## src/rtl/sd_image_loader_if.sv

```systemverilog
// SD-controller and frame-buffer signal bundle for the image loader.
// master = loader side, slave = SD controller / frame buffer side.
interface sd_image_loader_if;
    logic        sd_start;
    logic [31:0] sd_sector;
    logic        sd_busy;
    logic [7:0]  sd_data;
    logic        sd_valid;
    logic        sd_sector_done;
    logic        fb_we;
    logic [16:0] fb_addr;
    logic [7:0]  fb_data;

    modport master (
        output sd_start, sd_sector, fb_we, fb_addr, fb_data,
        input  sd_busy, sd_data, sd_valid, sd_sector_done
    );

    modport slave (
        input  sd_start, sd_sector, fb_we, fb_addr, fb_data,
        output sd_busy, sd_data, sd_valid, sd_sector_done
    );
endinterface

```

## src/rtl/sd_image_loader.sv

```systemverilog
// Loads one image from SD sectors into the frame buffer,
// packing the RGB888 byte stream into RGB332 pixels.
module sd_image_loader #(
    parameter int IMG_W           = 320,
    parameter int IMG_H           = 240,
    parameter int SECTOR_BYTES    = 512,
    parameter int SECTORS_PER_IMG = 450,
    parameter int BASE_SECTOR     = 0,
    parameter int TIMEOUT_CYCLES  = 1000000
) (
    input  logic       clk,
    input  logic       reset,
    input  logic       load_start,
    input  logic [7:0] image_index,
    output logic       busy,
    output logic       done,
    output logic       error,
    sd_image_loader_if.master bus
);
    localparam int NPIX = IMG_W * IMG_H;
    localparam int BCW  = $clog2(SECTOR_BYTES + 1);
    localparam int SCW  = $clog2(SECTORS_PER_IMG + 1);
    localparam int TW   = $clog2(TIMEOUT_CYCLES + 1);

    typedef enum logic [2:0] {
        IDLE, ISSUE, WAIT_DATA, NEXT, FINISH, FAIL
    } state_t;

    state_t         state_q, state_d;
    logic           busy_q, busy_d;
    logic           done_q, done_d;
    logic           error_q, error_d;
    logic           start_q, start_d;
    logic [31:0]    sector_q, sector_d;
    logic           we_q, we_d;
    logic [16:0]    addr_q, addr_d;
    logic [7:0]     data_q, data_d;
    logic [SCW-1:0] sec_cnt_q, sec_cnt_d;
    logic [BCW-1:0] byte_q, byte_d;
    logic [16:0]    pix_q, pix_d;
    logic           full_q, full_d;
    logic [1:0]     phase_q, phase_d;
    logic [2:0]     r_q, r_d;
    logic [2:0]     g_q, g_d;
    logic [TW-1:0]  tmo_q, tmo_d;

    // Only the top bits of each colour byte survive RGB332 packing.
    logic unused_data;
    assign unused_data = ^bus.sd_data[4:0];

    always_ff @(posedge clk) begin
        if (reset) begin
            state_q   <= IDLE;
            busy_q    <= 1'b0;
            done_q    <= 1'b0;
            error_q   <= 1'b0;
            start_q   <= 1'b0;
            sector_q  <= '0;
            we_q      <= 1'b0;
            addr_q    <= '0;
            data_q    <= '0;
            sec_cnt_q <= '0;
            byte_q    <= '0;
            pix_q     <= '0;
            full_q    <= 1'b0;
            phase_q   <= '0;
            r_q       <= '0;
            g_q       <= '0;
            tmo_q     <= '0;
        end else begin
            state_q   <= state_d;
            busy_q    <= busy_d;
            done_q    <= done_d;
            error_q   <= error_d;
            start_q   <= start_d;
            sector_q  <= sector_d;
            we_q      <= we_d;
            addr_q    <= addr_d;
            data_q    <= data_d;
            sec_cnt_q <= sec_cnt_d;
            byte_q    <= byte_d;
            pix_q     <= pix_d;
            full_q    <= full_d;
            phase_q   <= phase_d;
            r_q       <= r_d;
            g_q       <= g_d;
            tmo_q     <= tmo_d;
        end
    end

    always_comb begin
        state_d   = state_q;
        busy_d    = busy_q;
        done_d    = 1'b0;
        error_d   = error_q;
        start_d   = 1'b0;
        sector_d  = sector_q;
        we_d      = 1'b0;
        addr_d    = addr_q;
        data_d    = data_q;
        sec_cnt_d = sec_cnt_q;
        byte_d    = byte_q;
        pix_d     = pix_q;
        full_d    = full_q;
        phase_d   = phase_q;
        r_d       = r_q;
        g_d       = g_q;
        tmo_d     = tmo_q;
        unique case (state_q)
            IDLE: begin
                if (load_start) begin
                    sector_d  = 32'(BASE_SECTOR)
                              + 32'(image_index) * 32'(SECTORS_PER_IMG);
                    sec_cnt_d = '0;
                    byte_d    = '0;
                    pix_d     = '0;
                    full_d    = 1'b0;
                    phase_d   = '0;
                    error_d   = 1'b0;
                    busy_d    = 1'b1;
                    state_d   = ISSUE;
                end
            end
            ISSUE: begin
                tmo_d = '0;
                if (!bus.sd_busy) begin
                    start_d = 1'b1;
                    state_d = WAIT_DATA;
                end
            end
            WAIT_DATA: begin
                if (bus.sd_valid) begin
                    tmo_d  = '0;
                    byte_d = byte_q + 1'b1;
                    unique case (phase_q)
                        2'd0: begin
                            r_d     = bus.sd_data[7:5];
                            phase_d = 2'd1;
                        end
                        2'd1: begin
                            g_d     = bus.sd_data[7:5];
                            phase_d = 2'd2;
                        end
                        default: begin
                            phase_d = 2'd0;
                            // Bytes past the final pixel are dropped.
                            if (!full_q) begin
                                we_d   = 1'b1;
                                addr_d = pix_q;
                                data_d = {r_q, g_q, bus.sd_data[7:6]};
                                if (pix_q == 17'(NPIX - 1)) begin
                                    full_d = 1'b1;
                                end else begin
                                    pix_d = pix_q + 1'b1;
                                end
                            end
                        end
                    endcase
                end else begin
                    tmo_d = tmo_q + 1'b1;
                    if (tmo_d == TW'(TIMEOUT_CYCLES)) begin
                        state_d = FAIL;
                    end
                end
                if (bus.sd_sector_done) begin
                    state_d = (byte_d == BCW'(SECTOR_BYTES)) ? NEXT : FAIL;
                end
                if (state_d == FAIL) begin
                    error_d = 1'b1;
                    busy_d  = 1'b0;
                end
            end
            NEXT: begin
                sec_cnt_d = sec_cnt_q + 1'b1;
                byte_d    = '0;
                if (sec_cnt_d == SCW'(SECTORS_PER_IMG)) begin
                    state_d = FINISH;
                end else begin
                    sector_d = sector_q + 1'b1;
                    state_d  = ISSUE;
                end
            end
            FINISH: begin
                if (!we_q) begin
                    done_d  = 1'b1;
                    busy_d  = 1'b0;
                    state_d = IDLE;
                end
            end
            FAIL: begin
                state_d = IDLE;
            end
            default: begin
                state_d = IDLE;
            end
        endcase
    end

    assign busy          = busy_q;
    assign done          = done_q;
    assign error         = error_q;
    assign bus.sd_start  = start_q;
    assign bus.sd_sector = sector_q;
    assign bus.fb_we     = we_q;
    assign bus.fb_addr   = addr_q;
    assign bus.fb_data   = data_q;
endmodule

```

## src/flat_wrapper.sv

```systemverilog
// flat-port wrapper written by rule: the top's interface ports become plain ports
module sd_image_loader_flat 
#(
    parameter int IMG_W           = 320,
    parameter int IMG_H           = 240,
    parameter int SECTOR_BYTES    = 512,
    parameter int SECTORS_PER_IMG = 450,
    parameter int BASE_SECTOR     = 0,
    parameter int TIMEOUT_CYCLES  = 1000000
)
  (clk, reset, load_start, image_index, busy, done, error, bus_sd_start, bus_sd_sector, bus_fb_we, bus_fb_addr, bus_fb_data, bus_sd_busy, bus_sd_data, bus_sd_valid, bus_sd_sector_done);
  sd_image_loader_if bus_i ();
  input  logic clk;
  input  logic reset;
  input  logic load_start;
  input  logic [7:0] image_index;
  output logic busy;
  output logic done;
  output logic error;
  output wire logic [$bits(bus_i.sd_start)-1:0] bus_sd_start;
  output wire logic [$bits(bus_i.sd_sector)-1:0] bus_sd_sector;
  output wire logic [$bits(bus_i.fb_we)-1:0] bus_fb_we;
  output wire logic [$bits(bus_i.fb_addr)-1:0] bus_fb_addr;
  output wire logic [$bits(bus_i.fb_data)-1:0] bus_fb_data;
  input wire logic [$bits(bus_i.sd_busy)-1:0] bus_sd_busy;
  input wire logic [$bits(bus_i.sd_data)-1:0] bus_sd_data;
  input wire logic [$bits(bus_i.sd_valid)-1:0] bus_sd_valid;
  input wire logic [$bits(bus_i.sd_sector_done)-1:0] bus_sd_sector_done;
  assign bus_sd_start = bus_i.sd_start;
  assign bus_sd_sector = bus_i.sd_sector;
  assign bus_fb_we = bus_i.fb_we;
  assign bus_fb_addr = bus_i.fb_addr;
  assign bus_fb_data = bus_i.fb_data;
  assign bus_i.sd_busy = bus_sd_busy;
  assign bus_i.sd_data = bus_sd_data;
  assign bus_i.sd_valid = bus_sd_valid;
  assign bus_i.sd_sector_done = bus_sd_sector_done;
  sd_image_loader #(.IMG_W(IMG_W), .IMG_H(IMG_H), .SECTOR_BYTES(SECTOR_BYTES), .SECTORS_PER_IMG(SECTORS_PER_IMG), .BASE_SECTOR(BASE_SECTOR), .TIMEOUT_CYCLES(TIMEOUT_CYCLES)) u_core (.clk(clk), .reset(reset), .load_start(load_start), .image_index(image_index), .busy(busy), .done(done), .error(error), .bus(bus_i));
endmodule
```

## config.mk

```make
export PLATFORM = sky130hd
export DESIGN_NAME = sd_image_loader_flat
export DESIGN_NICKNAME = d
export VERILOG_FILES = /design/src/rtl/sd_image_loader_if.sv /design/src/rtl/sd_image_loader.sv /design/src/flat_wrapper.sv
export SDC_FILE = /design/constraint.sdc
export NUM_CORES = 1
export LEC_CHECK = 0
export CAP_MARGIN = 20
export CORE_MARGIN = 1
export CORE_UTILIZATION = 61
export CTS_BUF_LIST = sky130_fd_sc_hd__clkbuf_16
export DETAILED_ROUTE_END_ITERATION = 8
export GPL_TIMING_DRIVEN = 0
export HOLD_SLACK_MARGIN = 0.05
export PLACE_DENSITY = 0.94
export SLEW_MARGIN = 20
export SYNTH_ARGS = -nofsm -noshare
export SYNTH_HDL_FRONTEND = slang
export SYNTH_SLANG_ARGS = --single-unit
```

## constraint.sdc

```tcl
create_clock -name clk -period 10.3 [get_ports clk]
set_input_delay 2.06 -clock clk [delete_from_list [all_inputs] [get_ports clk]]
set_output_delay 2.06 -clock clk [all_outputs]
set_load 0.02 [all_outputs]
```

==> metrics.txt, run 1 <==
diode count=0; cts hold-fix bufs=0; most used cell, CP=ha_1; I/O Pins=84; Worst Path Arrival=6.04 ns; all-layer global routing usage=35.0%; Post-Syn Nets=990; pin count of the biggest net entering global routing=17; fmax=176 MHz; Post-Route WL=21.6 mm; CTS tree=done; Gate power share=17.4%; multi-input logic area=0.00447 mm^2; worst min path class=reg -> reg; max-slew violations=0; ratio of cells with drive above 1 in the final layout=6.63%; Tmin final=5.69 ns; total of max-cap violations=0; Row Count=39; setup bufs post-CTS=0; synthesized flop and latch total=130; First-pass DRT Iterations=9; 1st-iter DRT viols=1094; Max Root-Sink Buffers=2; Vias/cell=6.54; number of global-route vias before repair=7319; fin util=76.7%; most frequent cells after synthesis=dfxtp_1 (130), nand2_1 (115), nor2_1 (111); Worst setup EP type=register; crit path launch type=input pin; clock-pin slew on the worst setup and hold paths=0.06 ns; power share of the clock group=43.6%; Worst Path Required=10.65 ns; worst-path cell chain=clkdlybuf4s50_1 -> fa_1 -> ha_1 -> ha_1 -> ha_1 -> ha_1 -> fa_1 -> a21o_1 -> a21oi_1 -> o21ai_0 -> a31oi_1 -> xnor2_1 -> o21ai_0 -> a211oi_1; Core Area=0.0116 mm^2; Die Ht=112 um; Die Area=0.0125 mm^2; Tot Pwr=1360 uW; DP HPWL=13.8 mm; area grow syn2layout=20.6%; Post-Syn Area=0.00735 mm^2; Final period util=55.2%; flop2flop setup slack=7.44 ns; critical path peak fanout=4; P_int=952 uW; Setup CP Type=in -> reg; syn_area_per_cell=8.02 um^2; die span in x=112 um; endpoints failing setup=0; TritonCTS Sinks=130; setup TNS=0 ns; first-pass GRT wire length=35.2 mm; Slew @ Worst Pin=0.784 ns; GPL Wtd Cong=0.917; fraction of registers with async set or reset after synthesis=0%; Reg area=0.00260 mm^2; number of synthesized flops with an enable pin=0; antenna violations before repair=0; final-layout fill cell count=744; Yosys top cell area share=35.4%; via count=7639; worst reg-to-reg path cell count=8; dominant synthesized flop cell=dfxtp_1; VDD IR max=0.130 mV; Leak=0.00320 uW; slowest CP cell=clkdlybuf4s50_1; CTS Buf Count=17; Hold Path Depth=2; final hold vios=0; number of synthesis warnings=0; # DRC=1; H-tree Lvls=4; status=complete, but fails checks; hold path endpoint=u_core.tmo_q[19]; antenna-violating nets left=0; clock latency on the worst-skew pair=0.44 ns; violated checks=design-rule violations; most frequent cell after synthesis=dfxtp_1; Slew HR=47.8%; Reg power frac=39.0%; sequential area share after synthesis=35.4%; P_sw=409 uW; Hold Path Origin=u_core.tmo_q[19]; clk_skew=0.0128 ns; area leader, netlist=dfxtp_1; final net count=1085; RSZ-0062 raised after global routing=no; Pwr Density=154 mW/mm^2; Root Buffer=clkbuf_16; top post-synthesis cells by area=dfxtp_1 (35%), ha_1 (7.3%), a21oi_1 (6.1%); Initial Util=63.6%; Syn Inst Count=917; R2R Path Start=u_core.state_q[0]; Switching Fraction=30.0%; Distinct cells, synth=68; total grt overflow=0; CP peak stage delay=0.61 ns; # port buffers=76; wire per inst=18.5 um; R2R Path End=u_core.bus.sd_sector[28]; Post-CTS Resized=0
## cell type report
| class | instances | area share (%) |
|---|---|---|
| flip-flops and latches | 130 | 29.4 |
| well taps | 143 | 2.02 |
| repair buffers | 76 | 8.58 |
| clock buffers | 17 | 4.80 |
| clock inverters | 15 | 1.68 |
| multi-input cells | 716 | 50.4 |
| plain buffers | 57 | 2.60 |
| inverters | 14 | 0.593 |
## registers in the layout, indices dropped and copies added (netlist names)
name                  count
u_core.busy               1
u_core.byte_q            10
u_core.done               1
u_core.pix_q             17
u_core.state_q            3
u_core.phase_q            2
u_core.bus.fb_data        8
u_core.bus.sd_sector     32
u_core.error              1
u_core.bus.fb_we          1
u_core.bus.fb_addr       17
u_core.g_q                3
u_core.tmo_q             20
u_core.bus.sd_start       1
u_core.sec_cnt_q          9
u_core.full_q             1
u_core.r_q                3
## per-stage QoR
| stage | hold WS, ns | worst slack, ns | cells | cell area, um^2 |
|---|---|---|---|---|
| 3_5_place_dp | 0.445 | 4.19 | 1136 | 8290 |
| 2_1_floorplan | 0.432 | 5.16 | 917 | 7350 |
| 3_3_place_gp | 0.442 | 4.35 | 1136 | 8290 |
| 5_1_grt | 0.479 | 4.34 | 1168 | 8860 |
| 4_1_cts | 0.453 | 4.64 | 1168 | 8860 |
| 6_report | 0.451 | 4.61 | 1168 | 8860 |
## per-layer routing
metal  track usage (%)  part of all wire, %  up-vias
met2              56.1                   47      527
li1                  -                    -     3474
met1              43.3                   39     3524
met5                 0                    0        -
met4              20.4                  4.7        0
met3              7.68                  9.2      114
## worst max-delay path by stage
stage                   start                        to  slack (ns)  cells after the start
2_1_floorplan  image_index[0]  u_core.bus.sd_sector[16]        5.16                     13
3_3_place_gp   image_index[2]  u_core.bus.sd_sector[16]        4.35                     14
3_5_place_dp   image_index[2]  u_core.bus.sd_sector[16]        4.19                     14
4_1_cts        image_index[2]  u_core.bus.sd_sector[16]        4.64                     14
5_1_grt        image_index[2]  u_core.bus.sd_sector[16]        4.34                     14
6_report       image_index[2]  u_core.bus.sd_sector[16]        4.61                     14
## cells in the final DEF (no fill, tap or decap), drive strengths merged, types with 18 or more instances in the layout
cell type      instances
dfxtp                130
nand2                115
nor2                 111
a21oi                 90
clkdlybuf4s50         76
clkbuf                60
ha                    43
nand3                 43
o21ai                 42
xor2                  31
nand4                 30
nor3                  27
inv                   22
xnor2                 18
## worst max-delay path, delay by kind of cell
kind                       cells  cell delay [ns]
adders and majority gates      6             2.02
buffers and inverters          1             0.61
AOI/OAI and AO/OA              6             1.17
xor gates and xnor gates       1             0.17
## kinds of logic after synthesis
family | Yosys count | synth area share, %
fa+ha+maj | 51 | 9.50
buf+inv | 71 | 3.85
compound gates | 208 | 17.3
simple gates | 401 | 27.1
mux | 7 | 0.970
flops | 130 | 35.4
xor+xnor | 49 | 5.84
## power groups by stage
stage	Clock, uW	Combinational (uW)	Sequential [uW]
2_1_floorplan	0	146	548
3_3_place_gp	0	218	540
3_5_place_dp	0	229	540
4_1_cts	594	231	530
5_1_grt	620	257	532
6_report	594	237	530
No activity file was read; power rests on OpenSTA's default activity.
==> run 2: changes to the inputs <==
--- a/config.mk
+++ b/config.mk
@@ -7,12 +7,12 @@
 export LEC_CHECK = 0
 export CAP_MARGIN = 20
 export CORE_MARGIN = 1
-export CORE_UTILIZATION = 61
+export CORE_UTILIZATION = 57
 export CTS_BUF_LIST = sky130_fd_sc_hd__clkbuf_16
 export DETAILED_ROUTE_END_ITERATION = 8
 export GPL_TIMING_DRIVEN = 0
 export HOLD_SLACK_MARGIN = 0.05
-export PLACE_DENSITY = 0.94
+export PLACE_DENSITY = 0.89
 export SLEW_MARGIN = 20
 export SYNTH_ARGS = -nofsm -noshare
 export SYNTH_HDL_FRONTEND = slang
==> constraint.sdc (replaced) <==
create_clock -name clk -period 5.35 [get_ports clk]
set_input_delay 1.07 -clock clk [delete_from_list [all_inputs] [get_ports clk]]
set_output_delay 1.07 -clock clk [all_outputs]
set_load 0.02 [all_outputs]
==> metrics.txt, run 2 (synthesis gave the netlist of run 1 again) <==
status=complete, no violations; Root Buffer=clkbuf_16; Max Root-Sink Buffers=2 (unchanged); Leak=0.00319 uW (-0.33%); GPL Wtd Cong=0.907 (-1.1%); Final period util=85.9%; Worst setup EP type=register; Slew @ Worst Pin=0.759 ns (-0.0245 ns); Die Area=0.0134 mm^2 (+6.9%); Gate power share=17.2% (-0.2 points); via count=7275 (-4.8%); critical path peak fanout=4 (unchanged); final-layout fill cell count=965 (+30%); worst min path class=reg -> reg; total of max-cap violations=0 (unchanged); multi-input logic area=0.00447 mm^2 (unchanged); clock-pin slew on the worst setup and hold paths=0.06 ns (about the same); Post-CTS Resized=0 (unchanged); first-pass GRT wire length=31.3 mm (-11%); crit path from=image_index[2]; Largest register FFs=32 (unchanged); Setup CP Type=in -> reg; area grow syn2layout=20.9%; # DRC=0 (-1); Worst Path Arrival=4.94 ns (-1.10 ns); all-layer global routing usage=29.7% (-5.3 points); P_sw=759 uW (+86%); worst reg-to-reg path cell count=9 (+1); R2R Path Start=u_core.tmo_q[0]; setup TNS=0 ns (unchanged); total grt overflow=0 (unchanged); setup bufs post-CTS=0 (unchanged); Die Ht=116 um (+3.4%); diode count=0 (unchanged); Switching Fraction=29.4% (-0.61 points); CTS Buf Count=17 (unchanged); Tot Pwr=2580 uW (+90%); 1st-iter DRT viols=761 (-30%); final net count=1085 (unchanged); most frequent cells in the layout=dfxtp_1 (130), nand2_1 (115), nor2_1 (111); pin count of the biggest net entering global routing=17 (unchanged); Pwr Density=290 mW/mm^2 (+89%); Slew HR=49.4% (+1.6 points); VDD IR max=0.224 mV (+73%); fmax=218 MHz; Initial Util=58.2% (-5.3 points); cts hold-fix bufs=0 (unchanged); wire per inst=16.2 um (-12%); CTS tree=done; clk_skew=0.00779 ns (-0.00503 ns); endpoints failing setup=0 (unchanged); TritonCTS Sinks=130 (unchanged); ratio of cells with drive above 1 in the final layout=6.54% (-0.098 points); Reg power frac=39.5% (+0.5 points); DP HPWL=13.1 mm (-5.5%); Vias/cell=6.08 (-7.1%); commonest non-fill, non-tap cell in the layout=dfxtp_1; RSZ-0062 raised after global routing=no; First-pass DRT Iterations=8 (-1); power share of the clock group=43.3% (-0.3 points); R2R Path End=u_core.state_q[1]; Reg area=0.00260 mm^2 (unchanged); final hold vios=0 (unchanged); die span in x=116 um (+3.4%); flop2flop setup slack=2.58 ns (-4.86 ns); P_int=1820 uW (+91%); Core Area=0.0126 mm^2 (+9.1%); crit path launch type=input pin; I/O Pins=84 (unchanged); max-slew violations=0 (unchanged); Worst Path Required=5.69 ns (-4.96 ns); H-tree Lvls=4 (unchanged); antenna-violating nets left=0 (unchanged); Row Count=41 (+5.1%); Tmin final=4.60 ns; CP endpoint=u_core.bus.sd_sector[16]; antenna violations before repair=0 (unchanged); clock latency on the worst-skew pair=0.43 ns (about the same); Post-Route WL=19.4 mm (-10%); number of global-route vias before repair=6569 (-10%); # port buffers=76 (unchanged)
==> run 2: changes by cell type in the layout (fill, tap and decap cells not counted) <==
| cell | previous run | this run |
|---|---|---|
| inv_8 | 3 | 1 |
| clkinv_4 | 3 | 2 |
| inv_1 | 14 | 15 |
| clkinvlp_4 | 2 | 4 |
==> run 2: cell type report <==
cell class                 count  area share (%)
inverter                      14           0.591
sequential                   130            29.3
clock buffer                  17            4.79
buffer                        57            2.59
timing repair buffer          76            8.56
tap                          172            2.42
clock inverter                15            1.53
multi-input combinational    716            50.2
==> run 2: power by group through the flow <==
stage | clock, uW | combinational [uW] | sequential (uW)
5_1_grt | 1160 | 486 | 1020
3_3_place_gp | 0 | 421 | 1040
4_1_cts | 1120 | 438 | 1020
6_report | 1120 | 443 | 1020
2_1_floorplan | 0 | 281 | 1060
3_5_place_dp | 0 | 435 | 1040
==> run 2: worst min path at each step <==
stage,start,endpoint,depth (start not counted)
after CTS,u_core.r_q[0],u_core.bus.fb_data[5],2
after global routing,u_core.r_q[0],u_core.bus.fb_data[5],2
after detailed placement,u_core.r_q[0],u_core.bus.fb_data[5],2
after global placement,u_core.r_q[2],u_core.bus.fb_data[7],2
final,u_core.bus.fb_addr[7],u_core.bus.fb_addr[7],2
after floorplan,u_core.r_q[0],u_core.bus.fb_data[5],2
==> run 2: critical path, cell delays in order <==
cell,delay [ns]
clkdlybuf4s50_1,0.60
fa_1,0.47
ha_1,0.28
ha_1,0.27
ha_1,0.30
ha_1,0.24
fa_1,0.41
a21o_1,0.18
a21oi_1,0.25
o21ai_0,0.13
a31oi_1,0.22
xnor2_1,0.14
o21ai_0,0.12
a211oi_1,0.26
==> run 2: per-layer routing <==
| metal | global-route usage (%) | vias up | share of wire [%] |
|---|---|---|---|
| met2 | 47.5 | 324 | 46 |
| met1 | 37.6 | 3405 | 42 |
| li1 | - | 3469 | - |
| met3 | 7.11 | 77 | 7.5 |
| met4 | 14.5 | 0 | 3.7 |
| met5 | 0 | - | 0 |
==> run 2: through the flow <==
step | utilization [%] | instances | setup WS [ns] | hold WS [ns] | cell area (um^2)
floorplan | - | 917 | 1.20 | 0.432 | 7350
global placement | 66.0 | 1165 | 0.387 | 0.436 | 8330
detailed placement | 66.0 | 1165 | 0.356 | 0.445 | 8330
CTS | 70.4 | 1197 | 0.776 | 0.452 | 8890
global route | 70.4 | 1197 | 0.547 | 0.469 | 8890
finish | 70.4 | 1197 | 0.755 | 0.455 | 8890
